File: config.mk
export PLATFORM = sky130hd
export DESIGN_NAME = present_host_if_flat
export DESIGN_NICKNAME = d
export VERILOG_FILES = /design/src/rtl/present_pkg.sv /design/src/rtl/present_host_if_if.sv /design/src/rtl/present_nibble_sreg.sv /design/src/rtl/present_host_if.sv /design/src/flat_wrapper.sv
export SDC_FILE = /design/constraint.sdc
export NUM_CORES = 1
export LEC_CHECK = 0
export BUFFER_PORTS_ARGS = -buffer_cell sky130_fd_sc_hd__buf_2
export CAP_MARGIN = 25
export CORE_ASPECT_RATIO = 1.2
export CORE_MARGIN = 4
export CORE_UTILIZATION = 55
export CTS_CLUSTER_DIAMETER = 100
export DETAILED_ROUTE_END_ITERATION = 10
export GPL_TIMING_DRIVEN = 0
export PLACE_DENSITY = 0.88
export SLEW_MARGIN = 20
export SYNTH_ARGS = -nofsm -noshare
export SYNTH_HDL_FRONTEND = slang
export SYNTH_HIERARCHICAL = 1
export SYNTH_SLANG_ARGS = --single-unit
File: constraint.sdc
create_clock -name Clk_ik -period 3.35 [get_ports Clk_ik]
set_clock_uncertainty 0.05 [all_clocks]
set_input_delay 0.1675 -clock Clk_ik [delete_from_list [all_inputs] [get_ports Clk_ik]]
set_output_delay 0.1675 -clock Clk_ik [all_outputs]
set_load 0.02 [all_outputs]
File: src/rtl/present_pkg.sv
// rtl/present_pkg.sv - shared constants, command codes and state types for the PRESENT host front end
package present_pkg;

   localparam int DEF_PT_WIDTH  = 64;
   localparam int DEF_KEY_WIDTH = 80;

   localparam logic [1:0] ADDR_IDLE = 2'b00;
   localparam logic [1:0] ADDR_CMD  = 2'b01;
   localparam logic [1:0] ADDR_NIB  = 2'b10;
   localparam logic [1:0] ADDR_RD   = 2'b11;

   localparam logic [3:0] CMD_NOP     = 4'd0;
   localparam logic [3:0] CMD_SEL_PT  = 4'd1;
   localparam logic [3:0] CMD_SEL_KEY = 4'd2;
   localparam logic [3:0] CMD_START   = 4'd3;
   localparam logic [3:0] CMD_RD_RST  = 4'd4;
   localparam logic [3:0] CMD_CLR_ERR = 4'd5;

   localparam int ST_BUSY     = 0;
   localparam int ST_DONE     = 1;
   localparam int ST_PT_FULL  = 2;
   localparam int ST_KEY_FULL = 3;
   localparam int ST_SEL_LO   = 4;
   localparam int ST_SEL_HI   = 5;
   localparam int ST_ERR      = 6;

   typedef enum logic [1:0] {
      SEL_NONE = 2'b00,
      SEL_PT   = 2'b01,
      SEL_KEY  = 2'b10
   } sel_t;

   typedef enum logic [1:0] {
      S_IDLE    = 2'd0,
      S_LAUNCH  = 2'd1,
      S_WAIT_LO = 2'd2,
      S_WAIT_HI = 2'd3
   } state_t;

   function automatic logic [7:0] status_byte(input logic err, input sel_t sel,
                                              input logic key_full, input logic pt_full,
                                              input logic done, input logic busy);
      return {1'b0, err, sel, key_full, pt_full, done, busy};
   endfunction

endpackage

File: src/rtl/present_host_if_if.sv
// rtl/present_host_if_if.sv - pin bus and core-side signals of the PRESENT host front end
interface present_host_if_if #(
   parameter int PT_WIDTH  = 64,
   parameter int KEY_WIDTH = 80
);
   logic [1:0]           Addr_ib;
   logic [3:0]           Data_ib;
   logic [7:0]           Data_ob;
   logic [PT_WIDTH-1:0]  PlainText_ob;
   logic [KEY_WIDTH-1:0] Key_ob;
   logic                 Start_o;
   logic                 Ready_i;
   logic [PT_WIDTH-1:0]  CipherText_ib;

   modport slave (
      input  Addr_ib, Data_ib, Ready_i, CipherText_ib,
      output Data_ob, PlainText_ob, Key_ob, Start_o
   );

   modport master (
      output Addr_ib, Data_ib, Ready_i, CipherText_ib,
      input  Data_ob, PlainText_ob, Key_ob, Start_o
   );
endinterface

File: src/rtl/present_nibble_sreg.sv
// rtl/present_nibble_sreg.sv - nibble-wide shift register with saturating load counter
// First nibble written lands at the MSB once WIDTH/4 nibbles have been shifted in.
module present_nibble_sreg #(
   parameter int WIDTH = 64
) (
   input  logic             clk,
   input  logic             rst,
   input  logic             clr,
   input  logic             shift_en,
   input  logic [3:0]       nib,
   output logic [WIDTH-1:0] value,
   output logic             full
);
   localparam int NIB = WIDTH / 4;
   localparam int CW  = $clog2(NIB + 1);

   logic [CW-1:0] cnt;

   always_ff @(posedge clk or posedge rst) begin
      if (rst) begin
         value <= '0;
         cnt   <= '0;
      end else if (clr) begin
         cnt <= '0;
      end else if (shift_en) begin
         value <= {value[WIDTH-5:0], nib};
         if (cnt != CW'(NIB))
            cnt <= cnt + 1'b1;
      end
   end

   assign full = (cnt == CW'(NIB));

endmodule

File: src/rtl/present_host_if.sv
// rtl/present_host_if.sv - host front end: nibble loading, launch FSM, ciphertext readback
// Every access acts once, on the first cycle the address leaves 00.
module present_host_if
   import present_pkg::*;
#(
   parameter int PT_WIDTH  = DEF_PT_WIDTH,
   parameter int KEY_WIDTH = DEF_KEY_WIDTH
) (
   input  logic               Clk_ik,
   input  logic               Reset_ir,
   present_host_if_if.slave   bus
);
   state_t              state;
   sel_t                sel;
   logic [1:0]          addr_prev;
   logic [2:0]          rd_ptr;
   logic [PT_WIDTH-1:0] ct_hold;
   logic                done;
   logic                err;
   logic                start_q;
   logic                pt_full;
   logic                key_full;

   logic busy, entry, exit_stb, cmd_stb, nib_stb;
   logic is_sel_pt, is_sel_key, is_start, is_rd_rst, is_clr_err, is_bad;
   logic start_ok, pt_clr, key_clr, pt_shift, key_shift, err_set;
   logic [7:0] ct_byte;

   always_comb begin
      busy       = (state != S_IDLE);
      entry      = (addr_prev == ADDR_IDLE) && (bus.Addr_ib != ADDR_IDLE);
      exit_stb   = (addr_prev == ADDR_RD) && (bus.Addr_ib != ADDR_RD);
      cmd_stb    = entry && (bus.Addr_ib == ADDR_CMD);
      nib_stb    = entry && (bus.Addr_ib == ADDR_NIB);

      is_sel_pt  = cmd_stb && (bus.Data_ib == CMD_SEL_PT);
      is_sel_key = cmd_stb && (bus.Data_ib == CMD_SEL_KEY);
      is_start   = cmd_stb && (bus.Data_ib == CMD_START);
      is_rd_rst  = cmd_stb && (bus.Data_ib == CMD_RD_RST);
      is_clr_err = cmd_stb && (bus.Data_ib == CMD_CLR_ERR);
      is_bad     = cmd_stb && (bus.Data_ib > CMD_CLR_ERR);

      start_ok   = is_start && !busy && pt_full && key_full && bus.Ready_i;
      pt_clr     = is_sel_pt && !busy;
      key_clr    = is_sel_key && !busy;
      pt_shift   = nib_stb && !busy && (sel == SEL_PT);
      key_shift  = nib_stb && !busy && (sel == SEL_KEY);

      // Anything that would disturb a running operation is refused and flagged
      err_set    = is_bad
                 || (busy && (is_sel_pt || is_sel_key))
                 || (is_start && !start_ok)
                 || (nib_stb && (busy || (sel == SEL_NONE)));
   end

   present_nibble_sreg #(.WIDTH(PT_WIDTH)) u_pt (
      .clk      (Clk_ik),
      .rst      (Reset_ir),
      .clr      (pt_clr),
      .shift_en (pt_shift),
      .nib      (bus.Data_ib),
      .value    (bus.PlainText_ob),
      .full     (pt_full)
   );

   present_nibble_sreg #(.WIDTH(KEY_WIDTH)) u_key (
      .clk      (Clk_ik),
      .rst      (Reset_ir),
      .clr      (key_clr),
      .shift_en (key_shift),
      .nib      (bus.Data_ib),
      .value    (bus.Key_ob),
      .full     (key_full)
   );

   always_ff @(posedge Clk_ik or posedge Reset_ir) begin
      if (Reset_ir) begin
         state     <= S_IDLE;
         sel       <= SEL_NONE;
         addr_prev <= ADDR_IDLE;
         rd_ptr    <= 3'd0;
         ct_hold   <= '0;
         done      <= 1'b0;
         err       <= 1'b0;
         start_q   <= 1'b0;
      end else begin
         addr_prev <= bus.Addr_ib;
         start_q   <= 1'b0;

         if (pt_clr)
            sel <= SEL_PT;
         else if (key_clr)
            sel <= SEL_KEY;

         if (is_clr_err)
            err <= 1'b0;
         else if (err_set)
            err <= 1'b1;

         if (is_rd_rst)
            rd_ptr <= 3'd0;
         else if (exit_stb)
            rd_ptr <= rd_ptr + 3'd1;

         case (state)
            S_IDLE: begin
               if (start_ok) begin
                  state <= S_LAUNCH;
                  done  <= 1'b0;
               end
            end
            S_LAUNCH: begin
               start_q <= 1'b1;
               state   <= S_WAIT_LO;
            end
            S_WAIT_LO: begin
               if (!bus.Ready_i)
                  state <= S_WAIT_HI;
            end
            S_WAIT_HI: begin
               // Capture overrides a same-cycle read advance so reads restart at byte 0
               if (bus.Ready_i) begin
                  ct_hold <= bus.CipherText_ib;
                  done    <= 1'b1;
                  rd_ptr  <= 3'd0;
                  state   <= S_IDLE;
               end
            end
            default: state <= S_IDLE;
         endcase
      end
   end

   always_comb begin
      ct_byte = ct_hold[PT_WIDTH-1 -: 8];
      for (int i = 0; i < PT_WIDTH / 8; i++) begin
         if (rd_ptr == 3'(i))
            ct_byte = ct_hold[PT_WIDTH-1-8*i -: 8];
      end
   end

   assign bus.Start_o = start_q;
   assign bus.Data_ob = bus.Addr_ib[1] ? ct_byte
                                       : status_byte(err, sel, key_full, pt_full, done, busy);

endmodule

File: src/flat_wrapper.sv
// flat-port wrapper written by rule: the top's interface ports become plain ports
module present_host_if_flat import present_pkg::*;
#(
   parameter int PT_WIDTH  = DEF_PT_WIDTH,
   parameter int KEY_WIDTH = DEF_KEY_WIDTH
)
  (Clk_ik, Reset_ir, bus_Addr_ib, bus_Data_ib, bus_Ready_i, bus_CipherText_ib, bus_Data_ob, bus_PlainText_ob, bus_Key_ob, bus_Start_o);
  present_host_if_if #(.PT_WIDTH(PT_WIDTH), .KEY_WIDTH(KEY_WIDTH)) bus_i ();
  input  logic Clk_ik;
  input  logic Reset_ir;
  input wire logic [$bits(bus_i.Addr_ib)-1:0] bus_Addr_ib;
  input wire logic [$bits(bus_i.Data_ib)-1:0] bus_Data_ib;
  input wire logic [$bits(bus_i.Ready_i)-1:0] bus_Ready_i;
  input wire logic [$bits(bus_i.CipherText_ib)-1:0] bus_CipherText_ib;
  output wire logic [$bits(bus_i.Data_ob)-1:0] bus_Data_ob;
  output wire logic [$bits(bus_i.PlainText_ob)-1:0] bus_PlainText_ob;
  output wire logic [$bits(bus_i.Key_ob)-1:0] bus_Key_ob;
  output wire logic [$bits(bus_i.Start_o)-1:0] bus_Start_o;
  assign bus_i.Addr_ib = bus_Addr_ib;
  assign bus_i.Data_ib = bus_Data_ib;
  assign bus_i.Ready_i = bus_Ready_i;
  assign bus_i.CipherText_ib = bus_CipherText_ib;
  assign bus_Data_ob = bus_i.Data_ob;
  assign bus_PlainText_ob = bus_i.PlainText_ob;
  assign bus_Key_ob = bus_i.Key_ob;
  assign bus_Start_o = bus_i.Start_o;
  present_host_if #(.PT_WIDTH(PT_WIDTH), .KEY_WIDTH(KEY_WIDTH)) u_core (.Clk_ik(Clk_ik), .Reset_ir(Reset_ir), .bus(bus_i));
endmodule
==> results.txt <==
Nets = 1117
Max Fanout on Critical Path = 10
Total GRT Usage = 25.6%
Clock H-tree levels = 1
Sw Pwr = 2680 µW
R2r worst-path depth = 9
ANT cells = 0
Fillers = 1170
Count leader, synth = dfrtp_1
DRT Wirelength = 28000 µm
FMAX = 0.297 GHz
Ys Warns = 6
Reg power frac = 42.1%
Vias in the first global route = 7901
Final Cycle Share = 100%
Worst path cell trace = clkbuf_2 -> clkbuf_2 -> inv_1 -> ha_4 -> a2111oi_2 -> o221ai_1 -> a22o_1 -> buf_2
Top Family by Delay on Critical Path = buffers and inverters
Main synth FF type = dfrtp_1
Synth top area share = 54.3%
Net Sw Frac = 31.3%
Vias = 7418
CTS Buf Count = 24
RSZ-0062 raised after global routing = no
Detailed placement HPWL = 17800 µm
CP Buf/Inv Count = 4
DRT Pass-1 Iters = 6
Layout cells sized above 1 = 49.2%
Most common cell on crit path = clkbuf_2
Ys async rst share = 100%
FP Rows = 55
Net Count, Synth = 794
Yosys reg bits = 230
Critical path destination = bus_Data_ob[0]
Die Y-Extent = 160 µm
Crit path DAT = 3.15 ns
Non-filler instance count after layout = 1301
Worst min-delay path class = in2reg
Cell count after synthesis = 706
Initial antenna violation count = 1
Area growth syn-to-layout = 28.9%
VDD IR max = 486 µV
Number of flops mapped to enable cells by yosys = 0
Post-placement cell area = 12100 µm²
Syn avg cell area = 15.0 µm²
Setup CP Type = reg2out
Worst path depth = 8
Worst Setup Start Kind = flop
Clk buf depth = 3
P_int = 5880 µW
Routed Antenna Nets = 0
Mapped cell area = 10600 µm²
Total I/O pin count = 226
Capturing point of the worst reg2reg path = u_core/u_pt/value[4]
Placed Cells incl. Taps = 1189
Clock latency on the worst-skew pair = 0.51 ns
Setup WS post-layout = -0.0164 ns
Core Footprint = 18900 µm²
Leakage Power = 0.00743 µW
Slew headroom = 37.5%
Post-route cell area = 13700 µm²
Clock sinks = 230
RR Startpoint = u_core/state[0]
# Max-Cap Violations = 0
# DRC = 0
Initial Util = 56.1%
Post-synthesis cell type count = 56
Post-synth top cells = dfrtp_1, mux2_4, mux2_2
First-pass GRT wire length = 44300 µm
Failing checks = negative setup slack
Post-layout min period = 3.37 ns
Critical-path top delay cell = dfrtp_1
Hold Vio Cnt, Final = 0
Synth area leaders = dfrtp_1, mux2_4, mux2_2
Area leader, netlist = dfrtp_1
Port buffer count = 224
CP endpoint kind = primary output
Critical path startpoint = u_core/rd_ptr[2]
Tightest Pin Transition = 0.935 ns
Full die area = 21600 µm²
Clock root cell = clkbuf_16
GRT overflow = 0
CTS tree = built
Via density per instance = 5.70
Clk pin slew, worst setup/hold paths = 0.06 ns
Pwr/cell area = 626 nW/µm²
Finish-stage setup viols = 1
Chip width = 135 µm
Final Max Slew Viols = 0
Outcome = finished, violations left
GPL Wtd Cong = 0.978
Register area share after synthesis = 54.3%
Clock group share of total power = 30.7%
Worst stage delay on the critical path = 0.49 ns
1st-iter DRT viols = 436
R2R setup slack = 0.31 ns
Req. time, crit path = 3.13 ns
Pin count of the biggest net entering global routing = 46
Wirelength per Cell = 21.5 µm
Post-CTS Setup Bufs = 0
Combinational share of power = 27.2%
## layout by cell type, fill, tap and decap left out, drive strengths merged, types with 9 or more instances in the layout
master       count
buf            247
dfrtp          230
mux2           210
dlygate4sd3     71
clkbuf          54
inv             27
a21oi           21
nor2            18
o21ai           18
nand2           16
ha              15
a2111oi          9
## cell type report
type / instances / area, µm² / share of cell area [%]
Clock inverter: 6 / 65.1 / 0.476
Tap cell: 256 / 320 / 2.34
Sequential cell: 230 / 5760 / 42.1
Clock buffer: 36 / 717 / 5.24
Timing Repair Buffer: 298 / 1890 / 13.8
Buffer: 38 / 417 / 3.05
Inverter: 26 / 105 / 0.769
Multi-Input combinational cell: 411 / 4400 / 32.2
## power by group through the flow
| stage | registers [µW] | logic (µW) | clock network [µW] |
|---|---|---|---|
| after floorplan | 3490 | 1470 | 0 |
| after CTS | 3550 | 2150 | 2680 |
| after global routing | 3630 | 2460 | 2800 |
| final | 3610 | 2330 | 2630 |
| after global placement | 3570 | 1920 | 0 |
| after detailed placement | 3590 | 1990 | 0 |
## state kept, by name (all words and copies together), names as in the netlist, 2 cells and up
register and cells:
u_core/u_key/value 80, u_core/ct_hold 64, u_core/u_pt/value 64, u_core/u_key/cnt 5
u_core/u_pt/cnt 5, u_core/rd_ptr 3, u_core/addr_prev 2, u_core/sel 2
u_core/state 2
## routing by layer
| layer | up-vias | routed length (µm) | track usage, % |
|---|---|---|---|
| met5 | - | 13 | 0 |
| met1 | 3700 | 10200 | 30.2 |
| met4 | 2 | 1130 | 9.03 |
| met3 | 105 | 2510 | 6.02 |
| met2 | 413 | 14100 | 45.4 |
| li1 | 3198 | - | - |
## metrics by stage
step / setup TNS (ns) / setup slack (ns) / hold slack (ns) / utilization, % / total power, µW
after floorplan: 0 / 0.498 / 0.149 / - / 4960
after global placement: -0.622 / -0.269 / 0.252 / 63.7 / 5490
after detailed placement: -0.777 / -0.241 / 0.189 / 64.0 / 5580
after CTS: 0 / 0.0794 / 0.0166 / 72.1 / 8390
after global routing: 0 / 0.00304 / 0.0419 / 72.3 / 8880
final: -0.0164 / -0.0164 / 0.0336 / 72.3 / 8560
## kinds of logic (layout without fill, tap and decap cells)
| kind of cell | after synthesis | after routing | synth area share [%] |
|---|---|---|---|
| adders and majority gates | 15 | 15 | 1.77 |
| and+or+nand+nor | 90 | 90 | 5.26 |
| xor gates and xnor gates | 4 | 4 | 0.330 |
| buffers and inverters | 65 | 404 | 4.84 |
| muxes | 212 | 212 | 27.5 |
| AOI/OAI and AO/OA | 90 | 90 | 6.09 |
| DFF | 230 | 230 | 54.3 |
## how the worst min path moves through the flow
stage	startpoint	to	slack, ns	cells after the start
6_report	bus_Data_ib[3]	u_core/u_pt/value[3]	0.03	2
5_1_grt	bus_Data_ib[3]	u_core/u_pt/value[3]	0.04	2
4_1_cts	bus_Data_ib[3]	u_core/u_pt/value[3]	0.02	2
3_5_place_dp	Reset_ir	u_core/u_pt/value[5]	0.19	2
3_3_place_gp	bus_Addr_ib[1]	u_core/addr_prev[1]	0.25	1
2_1_floorplan	bus_Addr_ib[0]	u_core/addr_prev[0]	0.15	0
## worst reg2reg max path: stages, from the launching register on
cell and delay [ns]:
dfrtp_1 0.42, inv_1 0.14, ha_1 0.36, inv_1 0.15
or4_1 0.55, nor3_2 0.37, nand2b_1 0.19, buf_6 0.22
buf_12 0.18, mux2_4 0.31
## timing repair
action                     4_1_cts  5_1_grt
setup endpoints to repair        8       70
hold endpoints to repair       183        0
hold buffers                    71        0
gates resized for setup         17        8
pin swaps                        0        1
Power figures use the tool's default switching activity.
